===== config.mk =====
export PLATFORM = sky130hd
export DESIGN_NAME = pvt_readout_seq_flat
export DESIGN_NICKNAME = d
export VERILOG_FILES = /design/src/rtl/pvt_readout_seq_if.sv /design/src/rtl/pvt_readout_seq.sv /design/src/flat_wrapper.sv
export SDC_FILE = /design/constraint.sdc
export NUM_CORES = 1
export LEC_CHECK = 0
export BUFFER_PORTS_ARGS = -buffer_cell sky130_fd_sc_hd__buf_2
export CAP_MARGIN = 20
export CORE_MARGIN = 5
export CORE_UTILIZATION = 35
export CTS_BUF_LIST = sky130_fd_sc_hd__clkbuf_16
export CTS_CLUSTER_SIZE = 20
export DETAILED_ROUTE_END_ITERATION = 10
export PLACE_DENSITY_LB_ADDON = 0.25
export SLEW_MARGIN = 20
export SYNTH_ARGS = -nofsm -noshare
export SYNTH_HDL_FRONTEND = slang
export SYNTH_SLANG_ARGS = --single-unit

===== constraint.sdc =====
create_clock -name clk -period 3.5 [get_ports clk]
set_clock_uncertainty 0.05 [all_clocks]
set_input_delay 0.35 -clock clk [delete_from_list [all_inputs] [get_ports clk]]
set_output_delay 0.35 -clock clk [all_outputs]
set_load 0.02 [all_outputs]

===== src/rtl/pvt_readout_seq_if.sv =====
// pvt_readout_seq_if: valid/ready byte stream that carries readout frames out of the sequencer
interface pvt_readout_seq_if;
  logic [7:0] tx_data;
  logic       tx_valid;
  logic       tx_ready;
  modport master (output tx_data, tx_valid, input tx_ready);
  modport slave (input tx_data, tx_valid, output tx_ready);
endinterface


===== src/rtl/pvt_readout_seq.sv =====
// pvt_readout_seq: samples PVT monitors once per interval and streams a 6-byte summary frame per NSAMP samples
module pvt_readout_seq #(
  parameter int INTERVAL = 256,
  parameter int NSAMP    = 8
) (
  input  logic                     clk,
  input  logic                     rst,
  input  logic                     en,
  input  logic [7:0]               meas_cnt,
  input  logic [6:0]               skew_code,
  input  logic                     osc_div,
  pvt_readout_seq_if.master        tx,
  output logic                     busy,
  output logic                     overrun
);
  localparam int LG = $clog2(NSAMP);
  localparam int SW = 8 + LG;
  localparam logic [15:0] LAST = 16'(INTERVAL - 1);
  localparam logic [LG-1:0] IDX_LAST = LG'(NSAMP - 1);
  typedef enum logic [1:0] {IDLE, ACQ, SEND} state_t;
  state_t        state_q;
  logic [2:0]    sync_q;
  logic [15:0]   cnt_q;
  logic [7:0]    ecnt_q, tx_data_q;
  logic [SW-1:0] sum_q, sum_d;
  logic [6:0]    min_q, max_q, min_d, max_d;
  logic [LG-1:0] idx_q;
  logic [2:0]    bidx_q;
  logic [7:0]    frm_q [6];
  logic [7:0]    b1, b2, b3, b5;
  logic          rise, tc, done, tx_valid_q, overrun_q;
  assign tx.tx_data  = tx_data_q;
  assign tx.tx_valid = tx_valid_q;
  assign busy        = state_q != IDLE;
  assign overrun     = overrun_q;
  always_comb begin
    rise  = sync_q[1] & ~sync_q[2];
    tc    = en && cnt_q == LAST;
    done  = tc && idx_q == IDX_LAST;
    sum_d = sum_q + SW'(meas_cnt);
    min_d = skew_code < min_q ? skew_code : min_q;
    max_d = skew_code > max_q ? skew_code : max_q;
    b1    = 8'(sum_d >> LG);
    b2    = {1'b0, min_d};
    b3    = {1'b0, max_d};
    b5    = b1 ^ b2 ^ b3 ^ ecnt_q;
  end
  always_ff @(posedge clk) begin
    if (rst) begin
      state_q    <= IDLE;
      sync_q     <= '0;
      cnt_q      <= '0;
      ecnt_q     <= '0;
      sum_q      <= '0;
      min_q      <= 7'h7F;
      max_q      <= '0;
      idx_q      <= '0;
      bidx_q     <= '0;
      tx_valid_q <= 1'b0;
      tx_data_q  <= '0;
      overrun_q  <= 1'b0;
    end else begin
      sync_q <= {sync_q[1:0], osc_div};
      cnt_q  <= (tc || !en) ? '0 : cnt_q + 16'd1;
      // an edge landing on the sample cycle starts the next interval's count
      ecnt_q <= !en ? '0 : tc ? {7'd0, rise} : ecnt_q + {7'd0, rise && ecnt_q != 8'hFF};
      if (!en || done) begin
        sum_q <= '0;
        min_q <= 7'h7F;
        max_q <= '0;
        idx_q <= '0;
      end else if (tc) begin
        sum_q <= sum_d;
        min_q <= min_d;
        max_q <= max_d;
        idx_q <= idx_q + LG'(1);
      end
      case (state_q)
        IDLE: state_q <= en ? ACQ : IDLE;
        ACQ: begin
          if (!en) state_q <= IDLE;
          else if (done) begin
            state_q    <= SEND;
            frm_q      <= '{8'hA5, b1, b2, b3, ecnt_q, b5};
            bidx_q     <= '0;
            tx_valid_q <= 1'b1;
            tx_data_q  <= 8'hA5;
          end
        end
        SEND: begin
          if (done) overrun_q <= 1'b1;
          if (tx.tx_ready) begin
            if (bidx_q == 3'd5) begin
              tx_valid_q <= 1'b0;
              tx_data_q  <= '0;
              state_q    <= en ? ACQ : IDLE;
            end else begin
              bidx_q    <= bidx_q + 3'd1;
              tx_data_q <= frm_q[bidx_q + 3'd1];
            end
          end
        end
        default: state_q <= IDLE;
      endcase
    end
  end
endmodule


===== src/flat_wrapper.sv =====
// flat-port wrapper written by rule: the top's interface ports become plain ports
module pvt_readout_seq_flat 
#(
  parameter int INTERVAL = 256,
  parameter int NSAMP    = 8
)
  (clk, rst, en, meas_cnt, skew_code, osc_div, busy, overrun, tx_tx_data, tx_tx_valid, tx_tx_ready);
  pvt_readout_seq_if tx_i ();
  input  logic clk;
  input  logic rst;
  input  logic en;
  input  logic [7:0] meas_cnt;
  input  logic [6:0] skew_code;
  input  logic osc_div;
  output logic busy;
  output logic overrun;
  output wire logic [$bits(tx_i.tx_data)-1:0] tx_tx_data;
  output wire logic [$bits(tx_i.tx_valid)-1:0] tx_tx_valid;
  input wire logic [$bits(tx_i.tx_ready)-1:0] tx_tx_ready;
  assign tx_tx_data = tx_i.tx_data;
  assign tx_tx_valid = tx_i.tx_valid;
  assign tx_i.tx_ready = tx_tx_ready;
  pvt_readout_seq #(.INTERVAL(INTERVAL), .NSAMP(NSAMP)) u_core (.clk(clk), .rst(rst), .en(en), .meas_cnt(meas_cnt), .skew_code(skew_code), .osc_div(osc_div), .tx(tx_i), .busy(busy), .overrun(overrun));
endmodule

==> results.yml, run 1 <==
outcome:
  status: "finished clean"
drt:
  vias: 3747
  wl_per_cell_um: 14.8
  ant_nets: 0
  drt-total-wl_um: 11100
  drt_first_iter_violations: 179
  drc: 0
  viasPerCell: 5.02
  firstDrtPassIters: 4
synthesis:
  synthAdderAreaFrac_pct: 7.01
  ys_top_cells_by_count: "70 x dfxtp_1, 58 x nor2_1, 46 x nand2_1, 38 x edfxtp_1, 36 x nand3_1"
  synth_seq_cells: 108
  synth-simple-area-share_pct: 16.0
  synth-compound-area-share_pct: 10.9
  synth.area.top_cells: "dfxtp_1 27%, edfxtp_1 22%, ha_1 6.6%"
  async_reset_ff_share_pct: 0
  synth_top_family_by_area: "simple AND/OR/NAND/NOR gates"
  synth_edf_count: 38
  synth_xor_xnor_area_share_pct: 9.24
  mappedNetlistArea_um2: 5280
  synthDistinctLibCells: 51
  yosys_warnings: 0
  avgSynthCellArea_um2: 10.0
  synth_ff_type: "dfxtp_1"
  ys_seq_area_share_pct: 48.2
  synth_top_area_share_pct: 26.5
  syn_inst: 528
  muxShareOfSynthArea_pct: 5.45
  synth_nets: 577
  synth_top_cell_by_area: "dfxtp_1"
  synth.most_common_cell: "dfxtp_1"
sta:
  hold_viol_final: 0
  finalSetupTns_ns: 0
  period_minus_slack_ns: 2.81
  setup_viol: 0
  fin_crit_sh_pct: 80.2
  slew_headroom_pct: 34.3
  slew_violations: 0
  worst_hold_slack_ns: 0.182
  worstMarginPinSlew_ns: 0.985
  clock.fmax_mhz: 356
  rsz0062_at_grt: "no"
global_route:
  grt_usage_pct: 13.2
  use_met3_pct: 4.02
  grt_pass1_vias: 3775
  grtUsageMet1_pct: 17.5
  grt_pass1_wl_um: 18800
  grt_use_met2_pct: 20.4
  overflow: 0
  busiest_layer: "met2"
  grt_start_max_net_pins: 39
  antenna_found_initial: 0
place:
  post_dp_cell_area_um2: 5640
  gp_congestion: 0.779
  place_hpwl_um: 7920
  io_buffers: 30
cells_and_area:
  layout.nets: 606
  final_area_um2: 5920
  layout.core_utilization_pct: 40.4
  seqCellArea_um2: 2540
  fillers: 1447
  multi_input_area_um2: 2570
  antennaDiodeCount: 0
  drive_above_1_share_pct: 12.8
  area_delta_synth_final_pct: 12.1
power_and_ir_drop:
  intPower_mw: 1.87
  switching_share_pct: 21.6
  p_sw_uw: 515
  total_power_mw: 2.39
  leakage_nw: 2.32
  powerDensity_nw_per_um2: 403
  clkPwrFrac_pct: 40.2
  power_frac_seq_pct: 54.6
  ir_worst_vdd_mv: 0.198
  combPwrFrac_pct: 5.2
clock_tree:
  cts_resized: 0
  cts_sinks: 108
  hold_buffers: 0
  tritoncts: "done"
  clk_pin_slew_ns: 0.07
  insertion_delay_ns: 0.35
  cts_inserted_buffers: 9
  postCtsSetupBuffers: 0
  htree_num_levels: 3
  clk_path_buf_depth: 2
  root_buffer: "clkbuf_16"
critical_path:
  crit_path_cell_trace: "inv_1 > ha_1 > a211oi_1 > nor2_1 > nor3_1 > o21bai_1 > mux2i_1 > xor2_1 > xnor3_1"
  criticalPathCategory: "reg2reg"
  cp.arrival_ns: 2.85
  cp.required_ns: 3.54
  endpoint_kind: "flop"
  critical_path.max_fanout: 7
  crit_path_start_kind: "flop"
  crit_path_max_incr_delay_ns: 0.41
  cpMaxStageDelayCell: "mux2i_1"
floorplan:
  rows: 44
  start_util_pct: 36.1
  fp.coreArea_um2: 14600
  ios: 31
  die-width_um: 133
  die_h_um: 133
  dieArea_um2: 17600
run:
  drv_cap: 0
worst_hold_path:
  hold_path_class: "in2reg"
-- kinds of logic (layout without fill, tap and decap cells) --
| logic type | count (synthesis) | in the layout |
|---|---|---|
| AND/OR/NAND/NOR | 178 | 178 |
| flip-flops | 108 | 108 |
| AO/OA/AOI/OAI | 91 | 91 |
| XOR/XNOR | 51 | 51 |
| buffers and inverters | 44 | 78 |
| adder cells (fa/ha/maj) | 29 | 29 |
| multiplexers | 27 | 27 |
-- power by group through the flow --
stage          Combinational (mW)  Sequential, mW  Clock (mW)
2_1_floorplan              0.0846            1.33           0
3_3_place_gp                0.121            1.33           0
3_5_place_dp                0.125            1.33           0
4_1_cts                     0.125            1.30       0.995
5_1_grt                     0.139            1.30        1.05
6_report                    0.124            1.30       0.960
-- worst paths after layout --
check                               startpoint                                end  slack [ns]  depth (start not counted)
max               u_core.max_q[4]$_SDFFE_PP0P_          u_core.frm_q[4]$_DFFE_PP_        0.69                          9
min                                    osc_div        u_core.sync_q[0]$_SDFF_PP0_        0.18                          2
max reg2reg       u_core.max_q[4]$_SDFFE_PP0P_          u_core.frm_q[4]$_DFFE_PP_        0.69                          9
min reg2reg  u_core.tx.tx_data[4]$_SDFFE_PP0P_  u_core.tx.tx_data[4]$_SDFFE_PP0P_        0.40                          2
-- layout by cell type, fill, tap and decap left out, drive strengths merged, types with 4 or more instances in the layout --
cell    synthesis  layout
dfxtp          70      70
nor2           59      59
nand2          46      46
edfxtp         38      38
nand3          37      37
buf             3      37
a21oi          29      29
xnor2          29      29
ha             28      28
inv            25      27
o21ai          22      22
xor2           19      19
mux2           14      14
mux2i          13      13
a211oi         11      11
clkbuf         16      10
nand2b          6       6
nor2b           6       6
and3            5       5
nor3            5       5
or4             5       5
o221ai          4       4
a21o            4       4
clkinv          0       4
-- area by class of cell --
cell class	instances	area share, %
multi-input combinational	376	43.4
inverter	25	1.59
clock buffer	10	4.23
clock inverter	6	0.507
timing repair buffer	37	3.42
sequential	108	43.0
tap	184	3.89
-- state kept, by name (all words and copies together), names as in the netlist --
register            flops
u_core.bidx_q           3
u_core.min_q            7
u_core.sync_q           3
u_core.frm_q           38
u_core.cnt_q           16
u_core.tx.tx_data       8
u_core.tx.tx_valid      1
u_core.ecnt_q           8
u_core.idx_q            3
u_core.max_q            7
u_core.overrun          1
u_core.sum_q           11
u_core.state_q          2
-- layer usage --
metal / vias to the layer above / share of wire, %
met4: 0 / 2.1
met3: 16 / 4.9
met5: - / 0
met1: 1756 / 48
li1: 1913 / -
met2: 62 / 45
-- critical path: cells and delay by family, from the launching register on --
kind,cells,cell delay [ns]
compound gates,2,0.61
xor+xnor,2,0.42
fa+ha+maj,1,0.29
buf+inv,1,0.05
flops,1,0.35
mux,1,0.41
simple gates,2,0.38
-- through the flow --
step,cells,worst slack [ns]
after floorplan,528,0.454
after global placement,730,0.652
after detailed placement,730,0.556
after CTS,746,0.666
after global routing,746,0.464
final,746,0.692
(Power assumes the default switching activity.)
==> run 2: changes to the inputs <==
==> constraint.sdc (replaced) <==
create_clock -name clk -period 2.8 [get_ports clk]
set_clock_uncertainty 0.05 [all_clocks]
set_input_delay 0.28 -clock clk [delete_from_list [all_inputs] [get_ports clk]]
set_output_delay 0.28 -clock clk [all_outputs]
set_load 0.02 [all_outputs]
==> results.yml, run 2 (synthesized netlist as in run 1, its figures left out) <==
cells_and_area:
  area_delta_synth_final_pct: 15.3
  seqCellArea_um2: 2540
  fillers: 1429
  finalNonFillerCells: 761
  final_common_cell: "dfxtp_1"
  reg.largest.list: "u_core.frm_q: 38 flops, u_core.cnt_q: 16 flops, u_core.sum_q: 11 flops"
  largest_reg_flops: 38
  drive_above_1_share_pct: 15.4
  top_register: "u_core.frm_q"
  layout.nets: 621
  multi_input_area_um2: 2570
  antennaDiodeCount: 0
  layout_common_cells: "70 x dfxtp_1, 57 x nor2_1, 46 x nand2_1, 38 x edfxtp_1, 36 x nand3_1"
sta:
  hold_viol_final: 0
  setup_viol: 0
  period_minus_slack_ns: 2.58
  finalSetupTns_ns: 0
  slew_violations: 0
  fin_crit_sh_pct: 92.0
  clock.fmax_mhz: 388
  worstMarginPinSlew_ns: 0.857
  slew_headroom_pct: 42.9
  rsz0062_at_grt: "no"
worst_hold_path:
  hold_path_class: "in2reg"
  min_from: "osc_div"
floorplan:
  ios: 31
  start_util_pct: 36.1
  rows: 44
  die_h_um: 133
  die-width_um: 133
  fp.coreArea_um2: 14600
  dieArea_um2: 17600
global_route:
  overflow: 0
  grt_usage_pct: 13.0
  antenna_found_initial: 0
  grt_pass1_vias: 3591
  grt_start_max_net_pins: 39
  grt_pass1_wl_um: 18200
place:
  gp_congestion: 0.835
  io_buffers: 30
  placed_cells: 745
  place_hpwl_um: 8140
power_and_ir_drop:
  ir_worst_vdd_mv: 0.310
  leakage_nw: 2.42
  powerDensity_nw_per_um2: 521
drt:
  viasPerCell: 4.99
  vias: 3798
  ant_nets: 0
  firstDrtPassIters: 4
  drt-total-wl_um: 11000
  drt_first_iter_violations: 206
  drc: 0
  wl_per_cell_um: 14.4
critical_path:
  cp.arrival_ns: 2.62
  reg2reg_from: "u_core.min_q[1]$_SDFFE_PP1P_"
  endpoint_kind: "flop"
  criticalPathCategory: "reg2reg"
  crit_path_start_kind: "flop"
  crit_top_cell: "xnor2_1"
  critical_path.max_fanout: 16
  crit_path_max_incr_delay_ns: 0.40
  cp-startpoint: "u_core.min_q[1]$_SDFFE_PP1P_"
  crit_path_cell_trace: "inv_1 > ha_1 > a211oi_1 > o21ai_1 > a31oi_2 > buf_4 > mux2_2 > xnor2_1 > xnor2_1"
  cpMaxStageDelayCell: "mux2_2"
  cp.required_ns: 2.84
clock_tree:
  htree_num_levels: 3
  cts_inserted_buffers: 9
  insertion_delay_ns: 0.35
  clk_path_buf_depth: 2
  clk_pin_slew_ns: 0.08
  cts_sinks: 108
  cts_resized: 0
  postCtsSetupBuffers: 0
  hold_buffers: 0
  root_buffer: "clkbuf_16"
  tritoncts: "done"
outcome:
  status: "finished clean"
run:
  drv_cap: 0
-- run 2: cell types whose count changed in the layout (fill, tap and decap cells not counted), moves of 2 or more --
cell and change:
buf_4 +14, bufinv_16 +2, inv_6 +2, clkinv_2 -2
-- run 2: per-stage QoR --
step	setup WS [ns]	power, mW	hold WS, ns	cell area (µm²)	util (%)
detailed placement	0.202	1.83	0.379	5760	39.4
global route	0.0803	3.29	0.109	6090	41.6
finish	0.223	3.17	0.103	6090	41.6
floorplan	0.170	1.77	0.358	5290	-
global placement	0.244	1.83	0.389	5760	39.4
CTS	0.232	3.22	0.0944	6090	41.6
-- run 2: cell type report --
cell class,count,area share (%)
flip-flops and latches,108,41.8
inverters,25,1.54
clock inverters,7,1.62
multi-input cells,376,42.2
repair buffers,52,5.38
well taps,184,3.78
clock buffers,9,3.70
-- run 2: where the power goes --
group,switching [mW],total [mW],internal [mW]
sequential,0.00344,1.63,1.63
combinational,0.0901,0.166,0.0755
clock,0.586,1.38,0.791
-- run 2: worst paths after layout --
check                                endpoint  slack, ns  depth (start not counted)
setup reg to reg    u_core.frm_q[1]$_DFFE_PP_       0.22                          9
hold reg to reg   u_core.sync_q[1]$_SDFF_PP0_       0.40                          1
hold / removal    u_core.sync_q[0]$_SDFF_PP0_       0.10                          2
setup / recovery    u_core.frm_q[1]$_DFFE_PP_       0.22                          9
-- run 2: routing by layer --
layer	vias to the layer above	wire [µm]	global-route usage (%)
met2	76	4750	19.1
met5	-	0	0
li1	1939	-	-
met1	1763	5460	17.6
met4	0	203	4.50
met3	20	567	4.48
-- run 2: critical path: cells and delay by family, from the launching register on --
kind | cells | cell delay (ns)
AOI/OAI and AO/OA | 3 | 0.64
xor gates and xnor gates | 2 | 0.29
adders and majority gates | 1 | 0.26
buffers and inverters | 2 | 0.29
DFF | 1 | 0.37
muxes | 1 | 0.40
==> run 3: changes to the inputs <==
--- a/config.mk
+++ b/config.mk
@@ -5,6 +5,7 @@
 export SDC_FILE = /design/constraint.sdc
 export NUM_CORES = 1
 export LEC_CHECK = 0
+export ABC_AREA = 1
 export BUFFER_PORTS_ARGS = -buffer_cell sky130_fd_sc_hd__buf_2
 export CAP_MARGIN = 20
 export CORE_MARGIN = 5
==> results.yml, run 3 <==
synthesis:
  synthAdderAreaFrac_pct: 6.23
  avgSynthCellArea_um2: 7.42
  syn_inst: 802
  synthDistinctLibCells: 41
  synth_nets: 851
  synth_top_cell_by_area: "dfxtp_1"
  synth_ff_type: "dfxtp_1"
  mappedNetlistArea_um2: 5950
  synth_top_family_by_area: "simple AND/OR/NAND/NOR gates"
  synth_top_area_share_pct: 23.6
  synth_edf_count: 38
  synth.area.top_cells: "dfxtp_1 24%, edfxtp_1 19%, nand2_1 15%"
  synth-simple-area-share_pct: 31.1
  muxShareOfSynthArea_pct: 0.673
  ys_seq_area_share_pct: 42.7
  synth_seq_cells: 108
  synth_xor_xnor_area_share_pct: 1.77
  synth.most_common_cell: "nand2_1"
  synth-compound-area-share_pct: 8.69
  yosys_warnings: 0
  ys_top_cells_by_count: "231 x nand2_1, 113 x inv_1, 88 x nand3_1, 70 x dfxtp_1, 62 x nor2_1"
  async_reset_ff_share_pct: 0
floorplan:
  start_util_pct: 35.7
  rows: 47
  fp.coreArea_um2: 16600
  die_h_um: 140
  die-width_um: 140
  ios: 31
  dieArea_um2: 19700
sta:
  clock.fmax_mhz: 431
  finalSetupTns_ns: 0
  worstMarginPinSlew_ns: 0.425
  period_minus_slack_ns: 2.32
  slew_headroom_pct: 71.5
  hold_viol_final: 0
  rsz0062_at_grt: "no"
  fin_crit_sh_pct: 82.9
  setup_viol: 0
  slew_violations: 0
  fin_ws_ns: 0.478
cells_and_area:
  top_register: "u_core.frm_q"
  final_area_um2: 6670
  drive_above_1_share_pct: 8.91
  area_delta_synth_final_pct: 12.1
  reg.largest.list: "u_core.frm_q: 38 flops, u_core.cnt_q: 16 flops, u_core.sum_q: 11 flops"
  layout.nets: 886
  antennaDiodeCount: 0
  final_common_cell: "nand2_1"
  largest_reg_flops: 38
  layout_common_cells: "231 x nand2_1, 114 x inv_1, 88 x nand3_1, 70 x dfxtp_1, 61 x nor2_1"
drt:
  viasPerCell: 4.76
  ant_nets: 0
  firstDrtPassIters: 5
  wl_per_cell_um: 13.8
  drc: 0
  drt-total-wl_um: 14600
  drt_first_iter_violations: 329
  vias: 5052
worst_hold_path:
  min_from: "osc_div"
  hold_end: "u_core.sync_q[0]$_SDFF_PP0_"
  hold_path_class: "in2reg"
  holdPathStages: 3
critical_path:
  worst-path-buf-inv: 2
  rrSetupSlack_ns: 0.48
  crit_path_max_incr_delay_ns: 0.34
  cpMaxStageDelayCell: "dfxtp_1"
  crit_path_start_kind: "flop"
  cp_num_cells: 11
  reg2reg_depth: 11
  crit_path_cell_trace: "inv_1 > ha_1 > a21o_1 > nor2_4 > nand2_1 > o21ai_2 > inv_1 > nand2_1 > nand2_1 > nand2_1 > nand2_1"
  crit_top_cell: "nand2_1"
  rr_endpoint: "u_core.frm_q[5]$_DFFE_PP_"
  reg2reg_from: "u_core.min_q[6]$_SDFFE_PP1P_"
  critical_path.max_fanout: 11
  cp_top_family: "simple AND/OR/NAND/NOR gates"
  cp.arrival_ns: 2.38
  endpoint_kind: "flop"
  criticalPathCategory: "reg2reg"
  cp.required_ns: 2.86
global_route:
  grt_pass1_wl_um: 23900
  grt_start_max_net_pins: 39
  grt_pass1_vias: 4590
  overflow: 0
  grt_usage_pct: 15.2
  antenna_found_initial: 0
clock_tree:
  postCtsSetupBuffers: 0
  htree_num_levels: 3
  root_buffer: "clkbuf_16"
  cts_inserted_buffers: 9
  hold_buffers: 0
  cts_resized: 0
  cts_sinks: 108
  clk_pin_slew_ns: 0.07
  clk_path_buf_depth: 2
  tritoncts: "done"
  insertion_delay_ns: 0.35
place:
  gp_congestion: 0.822
  place_ws_ns: 0.468
  place_hpwl_um: 11000
  io_buffers: 30
  post_dp_cell_area_um2: 6390
outcome:
  status: "finished clean"
power_and_ir_drop:
  total_power_mw: 3.11
  combPwrFrac_pct: 7.2
  intPower_mw: 2.39
  powerDensity_nw_per_um2: 467
  switching_share_pct: 23.4
  leakage_nw: 3.12
  power_frac_seq_pct: 52.4
  p_sw_uw: 729
  clkPwrFrac_pct: 40.4
  ir_worst_vdd_mv: 0.311
run:
  drv_cap: 0
run 3: stage by stage:
stage / hold WS, ns / utilization, % / std cells
floorplan: 0.337 / - / 802
global placement: 0.357 / 38.4 / 1046
detailed placement: 0.344 / 38.4 / 1046
CTS: 0.0739 / 40.1 / 1062
global route: 0.107 / 40.1 / 1062
finish: 0.0857 / 40.1 / 1062
run 3: cell type report:
| cell class | instances | area, µm² |
|---|---|---|
| clock buffer | 9 | 225 |
| clock inverter | 7 | 58.8 |
| fill | 1729 | 9970 |
| inverter | 114 | 428 |
| multi-input combinational | 562 | 2890 |
| sequential | 108 | 2540 |
| tap | 220 | 275 |
| timing repair buffer | 42 | 253 |
run 3: how the worst max path moves through the flow:
stage          slack [ns]                         start                   endpoint
4_1_cts              0.50  u_core.min_q[6]$_SDFFE_PP1P_  u_core.frm_q[5]$_DFFE_PP_
2_1_floorplan        0.07    u_core.cnt_q[0]$_SDFF_PP0_  u_core.frm_q[0]$_DFFE_PP_
3_3_place_gp         0.51                  skew_code[6]  u_core.frm_q[5]$_DFFE_PP_
3_5_place_dp         0.47                  skew_code[6]  u_core.frm_q[5]$_DFFE_PP_
6_report             0.48  u_core.min_q[6]$_SDFFE_PP1P_  u_core.frm_q[5]$_DFFE_PP_
5_1_grt              0.26  u_core.min_q[6]$_SDFFE_PP1P_  u_core.frm_q[5]$_DFFE_PP_
run 3: cell families (layout without fill, tap and decap cells):
kind of cell,Yosys count,count (layout)
adder cells (fa/ha/maj),29,29
XOR/XNOR,12,12
multiplexers,4,4
AND/OR/NAND/NOR,424,424
flip-flops,108,108
AO/OA/AOI/OAI,93,93
buffers and inverters,132,172
run 3: per-layer routing:
| layer | routed length [µm] | GRT usage, % | vias up |
|---|---|---|---|
| li1 | - | - | 2681 |
| met1 | 7790 | 22.9 | 2259 |
| met2 | 6040 | 21.9 | 99 |
| met3 | 588 | 2.93 | 13 |
| met4 | 196 | 4.69 | 0 |
| met5 | 0 | 0 | - |
run 3: power by group through the flow:
stage,Sequential [mW],Clock [mW],Combinational [mW]
floorplan,1.67,0,0.147
global placement,1.67,0,0.224
detailed placement,1.67,0,0.224
CTS,1.63,1.30,0.225
global route,1.63,1.36,0.258
finish,1.63,1.26,0.225
run 3: worst min-delay path: cells and delay by family:
| family | cells | cell delay [ns] |
|---|---|---|
| and+or+nand+nor | 1 | 0.07 |
| buffers and inverters | 2 | 0.10 |
